File: config.mk
export PLATFORM = sky130hd
export DESIGN_NAME = mem_access_unit
export DESIGN_NICKNAME = d
export VERILOG_FILES = /design/src/rtl/mem_access_unit.sv
export SDC_FILE = /design/constraint.sdc
export NUM_CORES = 1
export LEC_CHECK = 0
export BUFFER_PORTS_ARGS = -buffer_cell sky130_fd_sc_hd__buf_2
export CAP_MARGIN = 20
export CORE_UTILIZATION = 45
export DETAILED_ROUTE_END_ITERATION = 12
export PLACE_DENSITY = 0.74
export RECOVER_POWER = 100
export SYNTH_ARGS = -nofsm -noshare
export SYNTH_HDL_FRONTEND = slang
export SYNTH_SLANG_ARGS = --single-unit
File: constraint.sdc
create_clock -name clock -period 5.7 [get_ports clock]
set_input_delay 0.57 -clock clock [delete_from_list [all_inputs] [get_ports clock]]
set_output_delay 0.57 -clock clock [all_outputs]
set_load 0.005 [all_outputs]
File: src/rtl/mem_access_unit.sv
// Load/store initiator for a word-organised data memory: byte/half/word accesses,
// read-modify-write partial stores. Optional misalignment check: MEM_ACCESS_MISALIGN_CHECK_EN.
module mem_access_unit #(
  parameter int ADDR_WIDTH = 32,
  parameter int STORE_RSP  = 1
) (
  input  logic                  clock,
  input  logic                  reset,
  input  logic                  req_valid,
  output logic                  req_ready,
  input  logic                  req_write,
  input  logic [1:0]            req_size,
  input  logic                  req_signed,
  input  logic [ADDR_WIDTH-1:0] req_addr,
  input  logic [31:0]           req_wdata,
  output logic                  rsp_valid,
  output logic [31:0]           rsp_rdata,
  output logic                  rsp_err,
  output logic                  mem_write,
  output logic [ADDR_WIDTH-1:0] mem_address,
  output logic [31:0]           mem_write_data,
  input  logic [31:0]           mem_read_data
);

  localparam logic [2:0] S_IDLE   = 3'd0;
  localparam logic [2:0] S_RD     = 3'd1;
  localparam logic [2:0] S_WR     = 3'd2;
  localparam logic [2:0] S_RMW_RD = 3'd3;
  localparam logic [2:0] S_RMW_WR = 3'd4;
  localparam logic [2:0] S_ERR    = 3'd5;

  localparam logic [1:0] SZ_BYTE = 2'b00;
  localparam logic [1:0] SZ_HALF = 2'b01;

  localparam logic STORE_RSP_EN = (STORE_RSP != 0);

  logic [2:0]            state;
  logic [ADDR_WIDTH-1:0] addr_q;
  logic [31:0]           wdata_q;
  logic [1:0]            size_q;
  logic                  signed_q;
  logic                  rsp_valid_q;
  logic [31:0]           rsp_rdata_q;
  logic                  misaligned;

  // Pick the addressed lane(s) out of a memory word and extend to 32 bits.
  function automatic logic [31:0] extract(input logic [31:0] word, input logic [1:0] lane,
                                          input logic [1:0] size, input logic sgn);
    logic [7:0]  b;
    logic [15:0] h;
    logic [31:0] shifted;
    shifted = word >> {lane, 3'b000};
    b = shifted[7:0];
    h = lane[1] ? word[31:16] : word[15:0];
    case (size)
      SZ_BYTE: extract = {{24{sgn & b[7]}}, b};
      SZ_HALF: extract = {{16{sgn & h[15]}}, h};
      default: extract = word;
    endcase
  endfunction

  // Insert right-aligned store data into the addressed lane(s), keeping the rest.
  function automatic logic [31:0] merge(input logic [31:0] word, input logic [31:0] data,
                                        input logic [1:0] lane, input logic [1:0] size);
    logic [31:0] mask;
    logic [4:0]  shamt;
    case (size)
      SZ_BYTE: begin
        shamt = {lane, 3'b000};
        mask  = 32'h0000_00FF << shamt;
      end
      SZ_HALF: begin
        shamt = {lane[1], 4'b0000};
        mask  = 32'h0000_FFFF << shamt;
      end
      default: begin
        shamt = 5'd0;
        mask  = 32'hFFFF_FFFF;
      end
    endcase
    merge = (word & ~mask) | ((data << shamt) & mask);
  endfunction

`ifdef MEM_ACCESS_MISALIGN_CHECK_EN
  // Size 2'b11 is a word, so req_size[1] covers both word encodings.
  assign misaligned = ((req_size == SZ_HALF) && req_addr[0]) ||
                      (req_size[1] && (req_addr[1:0] != 2'b00));
`else
  assign misaligned = 1'b0;
`endif

  // NOTE: sequential state uses non-blocking assignments so every register
  // samples pre-edge values regardless of statement order.
  always_ff @(posedge clock or posedge reset) begin
    if (reset) begin
      state       <= S_IDLE;
      addr_q      <= '0;
      wdata_q     <= '0;
      size_q      <= SZ_BYTE;
      signed_q    <= 1'b0;
      rsp_valid_q <= 1'b0;
      rsp_rdata_q <= '0;
    end else begin
      rsp_valid_q <= 1'b0;
      case (state)
        S_IDLE: begin
          if (req_valid) begin
            addr_q   <= req_addr;
            wdata_q  <= req_wdata;
            size_q   <= req_size;
            signed_q <= req_signed;
            if (misaligned)     state <= S_ERR;
            else if (!req_write) state <= S_RD;
            else if (req_size[1]) state <= S_WR;
            else                 state <= S_RMW_RD;
          end
        end
        S_RD: begin
          rsp_rdata_q <= extract(mem_read_data, addr_q[1:0], size_q, signed_q);
          rsp_valid_q <= 1'b1;
          state       <= S_IDLE;
        end
        S_WR: begin
          rsp_valid_q <= STORE_RSP_EN;
          state       <= S_IDLE;
        end
        S_RMW_RD: begin
          wdata_q <= merge(mem_read_data, wdata_q, addr_q[1:0], size_q);
          state   <= S_RMW_WR;
        end
        S_RMW_WR: begin
          rsp_valid_q <= STORE_RSP_EN;
          state       <= S_IDLE;
        end
        S_ERR: begin
          rsp_valid_q <= 1'b1;
          state       <= S_IDLE;
        end
        default: state <= S_IDLE;
      endcase
    end
  end

`ifdef MEM_ACCESS_MISALIGN_CHECK_EN
  logic rsp_err_q;
  always_ff @(posedge clock or posedge reset) begin
    if (reset) rsp_err_q <= 1'b0;
    else       rsp_err_q <= (state == S_ERR);
  end
  assign rsp_err = rsp_err_q;
`else
  assign rsp_err = 1'b0;
`endif

  // Write enable comes straight from the state register, so reset kills it at once.
  assign mem_write      = (state == S_WR) || (state == S_RMW_WR);
  assign mem_address    = {addr_q[ADDR_WIDTH-1:2], 2'b00};
  assign mem_write_data = wdata_q;
  assign req_ready      = (state == S_IDLE);
  assign rsp_valid      = rsp_valid_q;
  assign rsp_rdata      = rsp_rdata_q;

endmodule
==> flow_metrics.py <==
metrics = {
    "setup_path": {
        "cp.arrival_ns": 3.94,
        "startpoint_type": "flip-flop",
        "worstSetupPathType": "flip-flop to flip-flop",
        "cp_max_fo": 43,
        "r2r_slack_ns": 1.99,
        "endpoint_kind": "flip-flop",
        "reg2reg_from": "state[2]$_DFFE_PP0P_",
        "reg2regPathDepth": 5,
        "cp-startpoint": "state[2]$_DFFE_PP0P_",
        "cp.required_ns": 5.93,
        "critPathCapture": "mem_write_data[7]$_DFFE_PP0P_",
        "reg2reg_to": "mem_write_data[7]$_DFFE_PP0P_",
    },
    "global_routing": {
        "grt.total_usage": 0.281,
        "antenna_found_initial": 0,
        "grt_max_degree": 74,
        "grt_use_met3": 0.0728,
        "gr-usage-met2": 0.442,
        "grt_remaining_overflow": 0,
        "busiest_layer": "met2",
        "grt_use_met1": 0.350,
        "grt_pass1_wl_um": 27700,
        "first_global_vias": 5232,
    },
    "placed_design": {
        "hpwl_um": 12800,
        "globalplace.congestion": 0.965,
        "io_buffers": 199,
    },
    "sta": {
        "setup_viol": 0,
        "relSlewSlack": -0.276,
        "tightest_slew_ns": 1.91,
        "fin_crit_sh": 0.650,
        "finalCriticalPeriod_ns": 3.71,
        "clock_skew_ns": 0.0117,
        "hold_viol_final": 0,
        "drv_slew": 193,
        "fin_setup_tns_ns": 0,
        "max_freq_mhz": 270,
        "rsz0062_at_grt": "false",
    },
    "pwr": {
        "leakagePower_nw": 3.15,
        "p_comb_frac": 0.291,
        "intPower_mw": 1.68,
        "p_clk_frac": 0.280,
        "pwr-share-seq": 0.430,
        "p_sw_mw": 0.881,
        "ir_drop_v": 0.000191,
        "swShare": 0.343,
        "p_per_area_nw_per_um2": 385,
    },
    "floorplan": {
        "dieArea_um2": 13000,
        "rows": 40,
        "die_w_um": 114,
        "initial_core_util": 0.466,
        "fp.dieH_um": 114,
        "num_io_pins": 203,
        "coreArea_um2": 12100,
    },
    "yosys": {
        "synthFlopType": "dfrtp_1",
        "synthArstFlopShare": 1.00,
        "synth_area_um2": 5640,
        "synth_cell_types": 49,
        "synthCells": 652,
        "ys_ff_latch": 103,
        "yosysTopAreaCell": "dfrtp_1",
        "yosys.area.top_type_share": 0.457,
        "ys_warn_count": 0,
        "yosysMostFrequentCell": "nand2_1",
        "avgSynthCellArea_um2": 8.65,
        "synth_area_leaders": "dfrtp_1, nand2_1, buf_4, a221oi_1, nand3_1",
        "yosysSeqAreaShare": 0.457,
        "synth-edff-count": 0,
        "ys_top_cells_by_count": "nand2_1, dfrtp_1, nand3_1",
    },
    "layout": {
        "area_growth_pct": 18.2,
        "num-nets-final": 893,
        "diodes": 0,
        "fin_util": 0.550,
        "drive_gt1_frac": 0.245,
    },
    "cts": {
        "cts_resized": 0,
        "numCtsBuffers": 9,
        "post_cts.repair.setup_buffers": 0,
        "cts_tree": "yes",
        "clk_latency_ns": 0.35,
        "cts_root_buffer": "clkbuf_16",
        "htreeDepth": 3,
        "clk_path_buf_depth": 2,
        "clkTransAtPathRegs_ns": 0.07,
        "cts_hold_buf": 0,
        "clock_sinks": 103,
    },
    "status": {
        "violations": "max-capacitance violations, max-slew violations",
        "status": "finished with violations",
    },
    "route": {
        "wirelength_um": 17800,
        "first_pass_iters": 5,
        "ant_nets": 0,
        "drt_iter0_drc": 450,
        "vias_per_cell": 5.63,
        "wl_per_cell_um": 18.5,
        "vias": 5421,
        "drc": 0,
    },
    "min_path": {
        "hp-class": "input port to flip-flop",
    },
    "job": {
        "drv_cap": 4,
    },
}
critical path: stages (launching register included):
cell      delay (ns)
dfrtp_1         0.75
nand2b_1        0.38
or3_1           0.16
clkbuf_1        1.36
nand2_1         0.58
o21a_1          0.35
through the flow:
stage | worst slack (ns) | total power, mW | instance area, µm² | hold slack, ns | std cells
2_1_floorplan | 2.43 | 1.57 | 5650 | 0.446 | 654
3_3_place_gp | 3.32 | 1.86 | 6420 | 0.454 | 947
3_5_place_dp | 3.20 | 1.88 | 6420 | 0.458 | 947
4_1_cts | 3.18 | 2.60 | 6760 | 0.201 | 963
5_1_grt | 1.71 | 2.72 | 6670 | 0.411 | 963
6_report | 1.99 | 2.57 | 6670 | 0.409 | 963
how the worst min path moves through the flow:
stage / startpoint / endpoint / slack [ns] / cells past startpoint
5_1_grt: req_addr[11] / addr_q[11]$_DFFE_PP0P_ / 0.41 / 3
3_5_place_dp: addr_q[16]$_DFFE_PP0P_ / addr_q[16]$_DFFE_PP0P_ / 0.46 / 2
2_1_floorplan: addr_q[2]$_DFFE_PP0P_ / addr_q[2]$_DFFE_PP0P_ / 0.45 / 2
3_3_place_gp: addr_q[16]$_DFFE_PP0P_ / addr_q[16]$_DFFE_PP0P_ / 0.45 / 2
6_report: req_addr[21] / addr_q[21]$_DFFE_PP0P_ / 0.41 / 3
4_1_cts: reset / addr_q[10]$_DFFE_PP0P_ / 0.20 / 2
layer usage:
metal / vias up / part of all wire
li1: 2533 / -
met1: 2569 / 0.41
met2: 274 / 0.46
met3: 45 / 0.086
met4: 0 / 0.045
met5: - / 0
layout by cell type, fill, tap and decap left out, types with 5 or more instances in the layout:
cell,count
nand2_1,162
buf_2,162
dfrtp_1,103
nand3_1,45
nor2_1,43
clkbuf_1,39
a21oi_1,31
a221oi_1,26
or3_1,20
o21ai_0,20
nand2b_1,16
a31oi_1,10
o21a_1,9
clkbuf_16,9
o22a_1,8
o221ai_1,8
o22ai_1,8
a311oi_1,8
o31ai_1,6
a21o_1,6
nor3_1,5
kinds of logic after synthesis:
group,count (synthesis),share of synthesized area
AO/OA/AOI/OAI,156,0.204
XOR/XNOR,2,0.00311
buffers and inverters,87,0.0929
flip-flops,103,0.457
multiplexers,4,0.00732
other,1,0.000665
AND/OR/NAND/NOR,299,0.235
layout make-up:
cell class,count,area [µm²]
fill,1151,5450
tap,168,210
timing repair buffer,206,990
inverter,6,28.8
clock inverter,6,108
clock buffer,10,239
sequential,103,2580
multi-input combinational,464,2510
power by group through the flow:
stage               clock (mW)  combinational [mW]  sequential (mW)
finish                   0.718               0.746             1.10
global route             0.756               0.837             1.12
global placement             0               0.755             1.10
detailed placement           0               0.771             1.11
floorplan                    0               0.517             1.06
CTS                      0.728               0.772             1.10
Power figures use the tool's default switching activity.
